--- config.mk ---
export PLATFORM = sky130hd
export DESIGN_NAME = tx_lut_sequencer_flat
export DESIGN_NICKNAME = d
export VERILOG_FILES = /design/src/rtl/tx_pkg.sv /design/src/rtl/tx_lut_sequencer_if.sv /design/src/rtl/recip_div_serial.sv /design/src/rtl/tx_lut_sequencer.sv /design/src/flat_wrapper.sv
export SDC_FILE = /design/constraint.sdc
export NUM_CORES = 1
export LEC_CHECK = 0
export CORE_UTILIZATION = 53
export CTS_CLUSTER_SIZE = 8
export DETAILED_ROUTE_END_ITERATION = 6
export GPL_TIMING_DRIVEN = 0
export PLACE_DENSITY_LB_ADDON = 0.12
export SKIP_CTS_REPAIR_TIMING = 1
export SKIP_LAST_GASP = 1
export SYNTH_ARGS = -nofsm -noshare
export SYNTH_HDL_FRONTEND = slang
export SYNTH_HIERARCHICAL = 1
export SYNTH_SLANG_ARGS = --single-unit
--- constraint.sdc ---
create_clock -name i_clk -period 9.6 [get_ports i_clk]
set_clock_uncertainty 0.05 [all_clocks]
set_input_delay 1.44 -clock i_clk [delete_from_list [all_inputs] [get_ports i_clk]]
set_output_delay 1.44 -clock i_clk [all_outputs]
set_load 0.01 [all_outputs]
--- src/rtl/tx_pkg.sv ---
// -----------------------------------------------------------------------------
// tx_pkg
// Shared types and constants for the transmission (1/t) sequencer slice.
//   tx_state_e   : sequencer state encoding (INIT, READY, RUN, DRAIN)
//   LUT_AW/DW    : reciprocal LUT address / data width
//   TINV_W       : width of the datapath one_by_t result
//   RECIP_NUM    : numerator of the reciprocal table, floor(RECIP_NUM/(a+1))
//   DIV_QW/DW    : serial divider quotient / divisor widths
//   recip_sat()  : clamps a 13-bit quotient into the 12-bit LUT word
// -----------------------------------------------------------------------------
package tx_pkg;

   typedef enum logic [1:0] {
      INIT  = 2'd0,
      READY = 2'd1,
      RUN   = 2'd2,
      DRAIN = 2'd3
   } tx_state_e;

   localparam int LUT_AW      = 8;
   localparam int LUT_DW      = 12;
   localparam int LUT_ENTRIES = 1 << LUT_AW;
   localparam int TINV_W      = 11;
   localparam int RECIP_NUM   = 4096;
   localparam int RECIP_MAX   = (1 << LUT_DW) - 1;
   localparam int DIV_QW      = 13;
   localparam int DIV_DW      = 9;

   // Only a=0 yields 4096, which does not fit the 12-bit table word.
   function automatic logic [LUT_DW-1:0] recip_sat(input logic [DIV_QW-1:0] q);
      return (q > DIV_QW'(RECIP_MAX)) ? {LUT_DW{1'b1}} : q[LUT_DW-1:0];
   endfunction

endpackage

--- src/rtl/tx_lut_sequencer_if.sv ---
// -----------------------------------------------------------------------------
// tx_lut_sequencer_if
// Handshake bundle around the sequencer.
//   s_valid / s_ready : pixel admission from the dark-channel stage
//   m_valid / m_ready : result hand-off to the radiance-recovery stage
//   m_data            : one_by_t result at the head of the result FIFO
// Modports:
//   slave  : the sequencer (accepts pixels, sources results)
//   master : the surrounding environment (offers pixels, sinks results)
// -----------------------------------------------------------------------------
interface tx_lut_sequencer_if;
   import tx_pkg::*;

   logic              s_valid;
   logic              s_ready;
   logic              m_valid;
   logic              m_ready;
   logic [TINV_W-1:0] m_data;

   modport slave (
      input  s_valid,
      input  m_ready,
      output s_ready,
      output m_valid,
      output m_data
   );

   modport master (
      output s_valid,
      output m_ready,
      input  s_ready,
      input  m_valid,
      input  m_data
   );

endinterface

--- src/rtl/recip_div_serial.sv ---
// -----------------------------------------------------------------------------
// recip_div_serial
// Restoring serial divider, one quotient bit per cycle, DIV_QW cycles total.
// The i_start cycle already performs the first iteration, so the quotient is
// complete after DIV_QW clocks and o_done pulses on the following cycle.
// Ports:
//   i_clk, i_rst_n : clock, asynchronous active-low reset
//   i_start        : begin a division (operands sampled this cycle)
//   i_dividend     : DIV_QW-bit dividend
//   i_divisor      : DIV_DW-bit non-zero divisor
//   o_busy         : iterations still pending
//   o_done         : one-cycle pulse, o_quot valid (held until next start)
//   o_quot         : DIV_QW-bit quotient
// -----------------------------------------------------------------------------
module recip_div_serial
   import tx_pkg::*;
(
   input  logic              i_clk,
   input  logic              i_rst_n,
   input  logic              i_start,
   input  logic [DIV_QW-1:0] i_dividend,
   input  logic [DIV_DW-1:0] i_divisor,
   output logic              o_busy,
   output logic              o_done,
   output logic [DIV_QW-1:0] o_quot
);

   localparam int CNT_W = $clog2(DIV_QW) + 1;

   logic              busy_q;
   logic              done_q;
   logic [CNT_W-1:0]  cnt_q;
   logic [DIV_DW-1:0] rem_q;
   logic [DIV_DW-1:0] dvs_q;
   logic [DIV_QW-1:0] quot_q;

   logic [DIV_DW-1:0] rem_cur;
   logic [DIV_DW-1:0] dvs_cur;
   logic [DIV_QW-1:0] quot_cur;
   logic [DIV_DW:0]   rem_sh;
   logic [DIV_DW-1:0] rem_d;
   logic [DIV_QW-1:0] quot_d;

   // One restoring step. On start the fresh operands feed the step directly.
   // Remainder stays below the divisor (<= 256), so 9 bits hold it and the
   // 9-bit modular subtraction below is exact.
   always_comb begin
      rem_cur  = i_start ? '0         : rem_q;
      quot_cur = i_start ? i_dividend : quot_q;
      dvs_cur  = i_start ? i_divisor  : dvs_q;
      rem_sh   = {rem_cur, quot_cur[DIV_QW-1]};
      rem_d    = rem_sh[DIV_DW-1:0];
      quot_d   = {quot_cur[DIV_QW-2:0], 1'b0};
      if (rem_sh >= {1'b0, dvs_cur}) begin
         rem_d     = rem_sh[DIV_DW-1:0] - dvs_cur;
         quot_d[0] = 1'b1;
      end
   end

   always_ff @(posedge i_clk or negedge i_rst_n) begin
      if (!i_rst_n) begin
         busy_q <= 1'b0;
         done_q <= 1'b0;
         cnt_q  <= '0;
         rem_q  <= '0;
         dvs_q  <= '0;
         quot_q <= '0;
      end else begin
         done_q <= 1'b0;
         if (i_start) begin
            busy_q <= 1'b1;
            cnt_q  <= CNT_W'(DIV_QW - 1);
            rem_q  <= rem_d;
            quot_q <= quot_d;
            dvs_q  <= i_divisor;
         end else if (busy_q) begin
            rem_q  <= rem_d;
            quot_q <= quot_d;
            cnt_q  <= cnt_q - CNT_W'(1);
            if (cnt_q == CNT_W'(1)) begin
               busy_q <= 1'b0;
               done_q <= 1'b1;
            end
         end
      end
   end

   assign o_busy = busy_q;
   assign o_done = done_q;
   assign o_quot = quot_q;

endmodule

--- src/rtl/tx_lut_sequencer.sv ---
// -----------------------------------------------------------------------------
// tx_lut_sequencer
// Controller for the 1/t datapath. After reset it fills the 256-entry
// reciprocal LUTs with floor(4096/(a+1)) (saturated to 4095), then admits one
// frame of pixels into the fixed-latency datapath under credit control and
// buffers the one_by_t results so a downstream stall never loses one.
// Ports:
//   i_clk, i_rst_n   : clock, asynchronous active-low reset
//   i_start          : begin a frame (READY only)
//   i_reload         : rebuild the LUT (READY only, beats i_start)
//   o_lut_we/addr/din: shared write bus to the R/G/B LUT RAMs
//   o_lut_ready      : LUT contents valid
//   bus              : pixel (s_*) and result (m_*) handshakes
//   o_dp_issue       : datapath input register enable (= accepted pixel)
//   i_dp_tinv        : datapath result, valid PIPE_LAT cycles after issue
//   o_busy           : not in READY
//   o_done           : one-cycle pulse when the frame has fully drained
// -----------------------------------------------------------------------------
module tx_lut_sequencer
   import tx_pkg::*;
#(
   parameter int PIPE_LAT     = 4,
   parameter int FIFO_DEPTH   = 8,
   parameter int FRAME_PIXELS = 307200
) (
   input  logic                i_clk,
   input  logic                i_rst_n,
   input  logic                i_start,
   input  logic                i_reload,
   output logic                o_lut_we,
   output logic [LUT_AW-1:0]   o_lut_addr,
   output logic [LUT_DW-1:0]   o_lut_din,
   output logic                o_lut_ready,
   tx_lut_sequencer_if.slave   bus,
   output logic                o_dp_issue,
   input  logic [TINV_W-1:0]   i_dp_tinv,
   output logic                o_busy,
   output logic                o_done
);

   localparam int PW  = (FIFO_DEPTH > 1) ? $clog2(FIFO_DEPTH) : 1;
   localparam int CW  = $clog2(FIFO_DEPTH) + 1;
   localparam int PCW = (FRAME_PIXELS > 1) ? $clog2(FRAME_PIXELS) : 1;

   tx_state_e         state_q, state_d;
   logic [LUT_AW-1:0] addr_q, addr_d;
   logic [PCW-1:0]    pix_q, pix_d;
   logic [PIPE_LAT-1:0] vld_q, vld_d;

   logic [TINV_W-1:0] fifo_mem_q [FIFO_DEPTH];
   logic [PW-1:0]     wr_ptr_q, wr_ptr_d;
   logic [PW-1:0]     rd_ptr_q, rd_ptr_d;
   logic [CW-1:0]     fifo_cnt_q, fifo_cnt_d;
   logic [CW-1:0]     inflight;

   logic              div_start;
   logic              div_busy;
   logic              div_done;
   logic [DIV_QW-1:0] div_quot;
   logic [DIV_DW-1:0] divisor;

   logic s_ready, issue, push, pop, m_valid, credit_ok, lut_we, done;

   function automatic logic [PW-1:0] ptr_inc(input logic [PW-1:0] p);
      return (p == PW'(FIFO_DEPTH - 1)) ? '0 : p + PW'(1);
   endfunction

   // ---------------------------------------------------------------- divider
   assign divisor = DIV_DW'(addr_q) + DIV_DW'(1);

   recip_div_serial u_div (
      .i_clk      (i_clk),
      .i_rst_n    (i_rst_n),
      .i_start    (div_start),
      .i_dividend (DIV_QW'(RECIP_NUM)),
      .i_divisor  (divisor),
      .o_busy     (div_busy),
      .o_done     (div_done),
      .o_quot     (div_quot)
   );

   // ---------------------------------------------------------------- credits
   // Every issued pixel holds a credit until it leaves the FIFO, so the tail
   // of the valid shift register can never push into a full FIFO.
   always_comb begin
      inflight = '0;
      for (int i = 0; i < PIPE_LAT; i++) begin
         inflight = inflight + CW'(vld_q[i]);
      end
   end

   assign credit_ok = ({1'b0, inflight} + {1'b0, fifo_cnt_q}) < (CW+1)'(FIFO_DEPTH);
   assign s_ready   = (state_q == RUN) && credit_ok;
   assign issue     = bus.s_valid && s_ready;

   assign vld_d[0] = issue;
   for (genvar gi = 1; gi < PIPE_LAT; gi++) begin : g_vld
      assign vld_d[gi] = vld_q[gi-1];
   end

   // ---------------------------------------------------------------- FIFO
   assign push    = vld_q[PIPE_LAT-1];
   assign m_valid = (fifo_cnt_q != '0);
   assign pop     = m_valid && bus.m_ready;

   always_comb begin
      wr_ptr_d   = wr_ptr_q;
      rd_ptr_d   = rd_ptr_q;
      fifo_cnt_d = fifo_cnt_q;
      if (push) wr_ptr_d = ptr_inc(wr_ptr_q);
      if (pop)  rd_ptr_d = ptr_inc(rd_ptr_q);
      case ({push, pop})
         2'b10:   fifo_cnt_d = fifo_cnt_q + CW'(1);
         2'b01:   fifo_cnt_d = fifo_cnt_q - CW'(1);
         default: fifo_cnt_d = fifo_cnt_q;
      endcase
   end

   always_ff @(posedge i_clk) begin
      if (push) fifo_mem_q[wr_ptr_q] <= i_dp_tinv;
   end

   // ---------------------------------------------------------------- FSM
   always_comb begin
      state_d   = state_q;
      addr_d    = addr_q;
      pix_d     = pix_q;
      div_start = 1'b0;
      lut_we    = 1'b0;
      done      = 1'b0;
      case (state_q)
         INIT: begin
            // Each entry: 13 divide cycles, then one write cycle.
            div_start = !div_busy && !div_done;
            if (div_done) begin
               lut_we = 1'b1;
               addr_d = addr_q + LUT_AW'(1);
               if (addr_q == LUT_AW'(LUT_ENTRIES - 1)) state_d = READY;
            end
         end
         READY: begin
            if (i_reload) begin
               state_d = INIT;
               addr_d  = '0;
            end else if (i_start) begin
               state_d = RUN;
               pix_d   = '0;
            end
         end
         RUN: begin
            if (issue) begin
               pix_d = pix_q + PCW'(1);
               if (pix_q == PCW'(FRAME_PIXELS - 1)) state_d = DRAIN;
            end
         end
         DRAIN: begin
            if ((inflight == '0) && (fifo_cnt_q == '0)) begin
               state_d = READY;
               done    = 1'b1;
            end
         end
         default: state_d = INIT;
      endcase
   end

   always_ff @(posedge i_clk or negedge i_rst_n) begin
      if (!i_rst_n) begin
         state_q    <= INIT;
         addr_q     <= '0;
         pix_q      <= '0;
         vld_q      <= '0;
         wr_ptr_q   <= '0;
         rd_ptr_q   <= '0;
         fifo_cnt_q <= '0;
      end else begin
         state_q    <= state_d;
         addr_q     <= addr_d;
         pix_q      <= pix_d;
         vld_q      <= vld_d;
         wr_ptr_q   <= wr_ptr_d;
         rd_ptr_q   <= rd_ptr_d;
         fifo_cnt_q <= fifo_cnt_d;
      end
   end

   // ---------------------------------------------------------------- outputs
   assign o_lut_we    = lut_we;
   assign o_lut_addr  = addr_q;
   assign o_lut_din   = recip_sat(div_quot);
   assign o_lut_ready = (state_q != INIT);
   assign o_dp_issue  = issue;
   assign o_busy      = (state_q != READY);
   assign o_done      = done;

   assign bus.s_ready = s_ready;
   assign bus.m_valid = m_valid;
   // Gated so the bus reads zero while empty (storage is not reset).
   assign bus.m_data  = m_valid ? fifo_mem_q[rd_ptr_q] : '0;

endmodule
--- src/flat_wrapper.sv ---
// flat-port wrapper written by rule: the top's interface ports become plain ports
module tx_lut_sequencer_flat import tx_pkg::*;
#(
   parameter int PIPE_LAT     = 4,
   parameter int FIFO_DEPTH   = 8,
   parameter int FRAME_PIXELS = 307200
)
  (i_clk, i_rst_n, i_start, i_reload, o_lut_we, o_lut_addr, o_lut_din, o_lut_ready, o_dp_issue, i_dp_tinv, o_busy, o_done, bus_s_valid, bus_m_ready, bus_s_ready, bus_m_valid, bus_m_data);
  tx_lut_sequencer_if bus_i ();
  input  logic i_clk;
  input  logic i_rst_n;
  input  logic i_start;
  input  logic i_reload;
  output logic o_lut_we;
  output logic [LUT_AW-1:0] o_lut_addr;
  output logic [LUT_DW-1:0] o_lut_din;
  output logic o_lut_ready;
  output logic o_dp_issue;
  input  logic [TINV_W-1:0] i_dp_tinv;
  output logic o_busy;
  output logic o_done;
  input wire logic [$bits(bus_i.s_valid)-1:0] bus_s_valid;
  input wire logic [$bits(bus_i.m_ready)-1:0] bus_m_ready;
  output wire logic [$bits(bus_i.s_ready)-1:0] bus_s_ready;
  output wire logic [$bits(bus_i.m_valid)-1:0] bus_m_valid;
  output wire logic [$bits(bus_i.m_data)-1:0] bus_m_data;
  assign bus_i.s_valid = bus_s_valid;
  assign bus_i.m_ready = bus_m_ready;
  assign bus_s_ready = bus_i.s_ready;
  assign bus_m_valid = bus_i.m_valid;
  assign bus_m_data = bus_i.m_data;
  tx_lut_sequencer #(.PIPE_LAT(PIPE_LAT), .FIFO_DEPTH(FIFO_DEPTH), .FRAME_PIXELS(FRAME_PIXELS)) u_core (.i_clk(i_clk), .i_rst_n(i_rst_n), .i_start(i_start), .i_reload(i_reload), .o_lut_we(o_lut_we), .o_lut_addr(o_lut_addr), .o_lut_din(o_lut_din), .o_lut_ready(o_lut_ready), .bus(bus_i), .o_dp_issue(o_dp_issue), .i_dp_tinv(i_dp_tinv), .o_busy(o_busy), .o_done(o_done));
endmodule
==> results_dict.tcl <==
set metrics [dict create \
    status "finished, final reports clean" \
    die-area_sq_mm 0.0159 \
    p_sw_mw 0.964 \
    p_int_mw 1.78 \
    clk_pin_slew_worst_paths_ns 0.06 \
    worst-path-max-fanout 6 \
    synth.area.top_cells "edfxtp_1 (32%), dfrtp_1 (25%), mux4_2 (6.1%)" \
    ir_worst_vdd_mv 0.186 \
    dieHeight_microns 126 \
    finalHoldViolations 0 \
    sw_frac_of_total_pct 35.2 \
    antenna_left 0 \
    core-area_sq_mm 0.0151 \
    setup_tns_ns 0 \
    async_flop_share_pct 47.9 \
    total_power_mw 2.74 \
    synth_edf_count 88 \
    setup_viol 0 \
    synth.avg_cell_area_sq_um 12.8 \
    endpoint_kind "output pin" \
    yosysTopAreaCellShare_pct 32.3 \
    fin_ws_ns 4.64 \
    dp_cells 894 \
    drc 0 \
    clock-sinks 169 \
    clock_path_buffers 2 \
    layout.cells.non_filler 926 \
    max_freq_ghz 0.202 \
    first_pass_iters 5 \
    synth-seq-cells 169 \
    final_area_sq_mm 0.00956 \
    cellLeakagePower_nw 3.80 \
    ff_latch_area_sq_mm 0.00467 \
    ios 55 \
    yosysUniqueCellTypes 72 \
    synth.yosys.seq_area_share_pct 57.1 \
    worstSetupPathType "reg2out" \
    drtIter0Drc 384 \
    placed_area_sq_mm 0.00905 \
    wl_microns 16300 \
    htree_levels 4 \
    period_share_pct 51.7 \
    rsz0062_at_grt "false" \
    grt_overflow 0 \
    p_comb_share_pct 43.4 \
    grt_first_pass_wirelength_microns 26500 \
    antenna_found_initial 1 \
    final_nets 774 \
    syn-cell-area_sq_mm 0.00817 \
    io_buffers 54 \
    tightest_slew_ns 1.22 \
    dp_worst_setup_slack_ns 5.08 \
    grt_pass1_vias 5309 \
    clock_latency_ns 0.42 \
    cp-start-kind "register" \
    yosys_warnings 6 \
    root_buffer "clkbuf_16" \
    synthFlopType "edfxtp_1" \
    grtUsageTotal_pct 21.8 \
    synthToLayoutAreaGrowth_pct 17.0 \
    utilization_pct 63.1 \
    vias_per_cell 5.71 \
    row_count 45 \
    power_density_mw_per_mm2 287 \
    critPathRequiredTime_ns 8.11 \
    grt_max_degree 68 \
    start_util_pct 54.0 \
    dpl.hpwl_microns 11200 \
    tritoncts "yes" \
    fillCellCount 1187 \
    cts_buffers 17 \
    drv_slew 0 \
    relSlewSlack_pct 18.2 \
    min_period_ns 4.96 \
    drive_above_1_share_pct 13.1 \
    crit_arrival_ns 3.47 \
    p_seq_share_pct 34.8 \
    die_w_microns 126 \
    hold_class "reg2reg" \
    diodes 0 \
    vias 5292 \
    whs_ns 0.322 \
    avgRoutedWirePerCell_microns 17.6 \
    yosysTopAreaCell "edfxtp_1" \
    max_cap_viol_count 0 \
    synthCells 638 \
    gp_congestion 0.810 \
    multiInputGateArea_sq_mm 0.00332 \
    clockPowerShare_pct 21.8 \
]
Yosys cell counts (12+ instances only):
master,count
xnor2_1,12
ha_1,29
nor2b_1,13
mux4_2,22
mux2i_1,35
nand3_1,12
edfxtp_1,88
nor2_1,35
nand2b_1,16
clkbuf_1,13
dfrtp_1,81
nand2_1,45
or2_2,14
inv_1,34
o21ai_0,41
registers in the layout, summed over array words and instances, names as in the netlist:
signal and cells:
u_core/u_div/rem_q 9, u_core/u_div/o_done 1, u_core/state_q 2, u_core/u_div/cnt_q 5, u_core/vld_q 4, u_core/u_div/dvs_q 9
u_core/o_lut_addr 8, u_core/fifo_mem_q 88, u_core/pix_q 19, u_core/fifo_cnt_q 4, u_core/wr_ptr_q 3, u_core/u_div/o_busy 1
u_core/rd_ptr_q 3, u_core/u_div/o_quot 13
layer usage:
metal | GRT usage [%] | part of all wire (%) | wire length, microns
met4 | 7.44 | 1.3 | 208
met1 | 27.2 | 44 | 7260
met2 | 38.0 | 51 | 8300
met3 | 4.50 | 3.3 | 545
met5 | 0 | 0.086 | 14
power by group through the flow:
stage	Sequential (mW)	Combinational (mW)	Clock [mW]
after floorplan	0.937	0.843	0
after global placement	0.961	1.16	0
after detailed placement	0.965	1.19	0
after CTS	0.952	1.20	0.609
after global routing	0.965	1.31	0.638
final	0.953	1.19	0.597
worst paths after layout:
path | start | end | slack, ns | depth (start not counted)
worst max-delay path | u_core/vld_q[3] | o_dp_issue | 4.64 | 10
worst min-delay path | u_core/vld_q[1] | u_core/vld_q[2] | 0.32 | 0
worst max register to register | u_core/state_q[0] | u_core/u_div/rem_q[2] | 5.85 | 14
worst min register to register | u_core/vld_q[1] | u_core/vld_q[2] | 0.32 | 0
max in group asynchronous | i_rst_n | u_core/o_lut_addr[1] | 8.07 | 2
min in group asynchronous | i_rst_n | u_core/fifo_cnt_q[1] | 0.82 | 1
logic make-up after synthesis:
logic type	synth area share (%)
muxes	11.0
DFF	57.1
xor gates and xnor gates	2.25
AOI/OAI and AO/OA	9.75
adders and majority gates	5.17
and+or+nand+nor	11.7
buffers and inverters	2.89
other	0.0919
final cells by class:
| class | count | area share, % |
|---|---|---|
| well taps | 188 | 2.46 |
| flip-flops and latches | 169 | 48.8 |
| multi-input cells | 422 | 34.7 |
| inverters | 34 | 1.33 |
| repair buffers | 57 | 6.15 |
| plain buffers | 24 | 1.14 |
| clock inverters | 13 | 0.824 |
| clock buffers | 19 | 4.53 |
worst max-delay path: stages (launching register included):
cell and delay, ns:
dfrtp_1 0.46, inv_1 0.11, fa_1 0.49, inv_1 0.04, ha_1 0.17, ha_1 0.20, ha_1 0.29, a211oi_1 0.38
nand4_1 0.23, inv_1 0.14, clkdlybuf4s50_1 0.54
cell usage in the layout (no fill, tap or decap), types with 5 or more instances in the layout:
cell             netlist  layout
o221ai_1               6       6
o21ai_0               41      41
a21oi_1               10      10
nor2b_1               13      13
buf_2                  6       6
clkbuf_16              0      17
edfxtp_1              88      88
mux4_2                22      22
a21o_1                 8       8
nand2_1               45      45
or2_2                 14      14
nor2_1                35      35
conb_1                 2      13
clkdlybuf4s50_1        0      53
a31oi_1                5       5
dfrtp_1               81      81
nand4_1                6       6
o31ai_1                9       9
nor3_1                 8       6
nand2b_1              16      16
nand3_1               12      12
mux2i_1               35      35
clkbuf_1              13      15
xnor2_1               12      12
ha_1                  29      29
inv_1                 34      34
clkinv_1               0       5
mux2_2                 5       5
xor2_1                 9       9
Note: power is estimated with default switching activity, not from simulation.
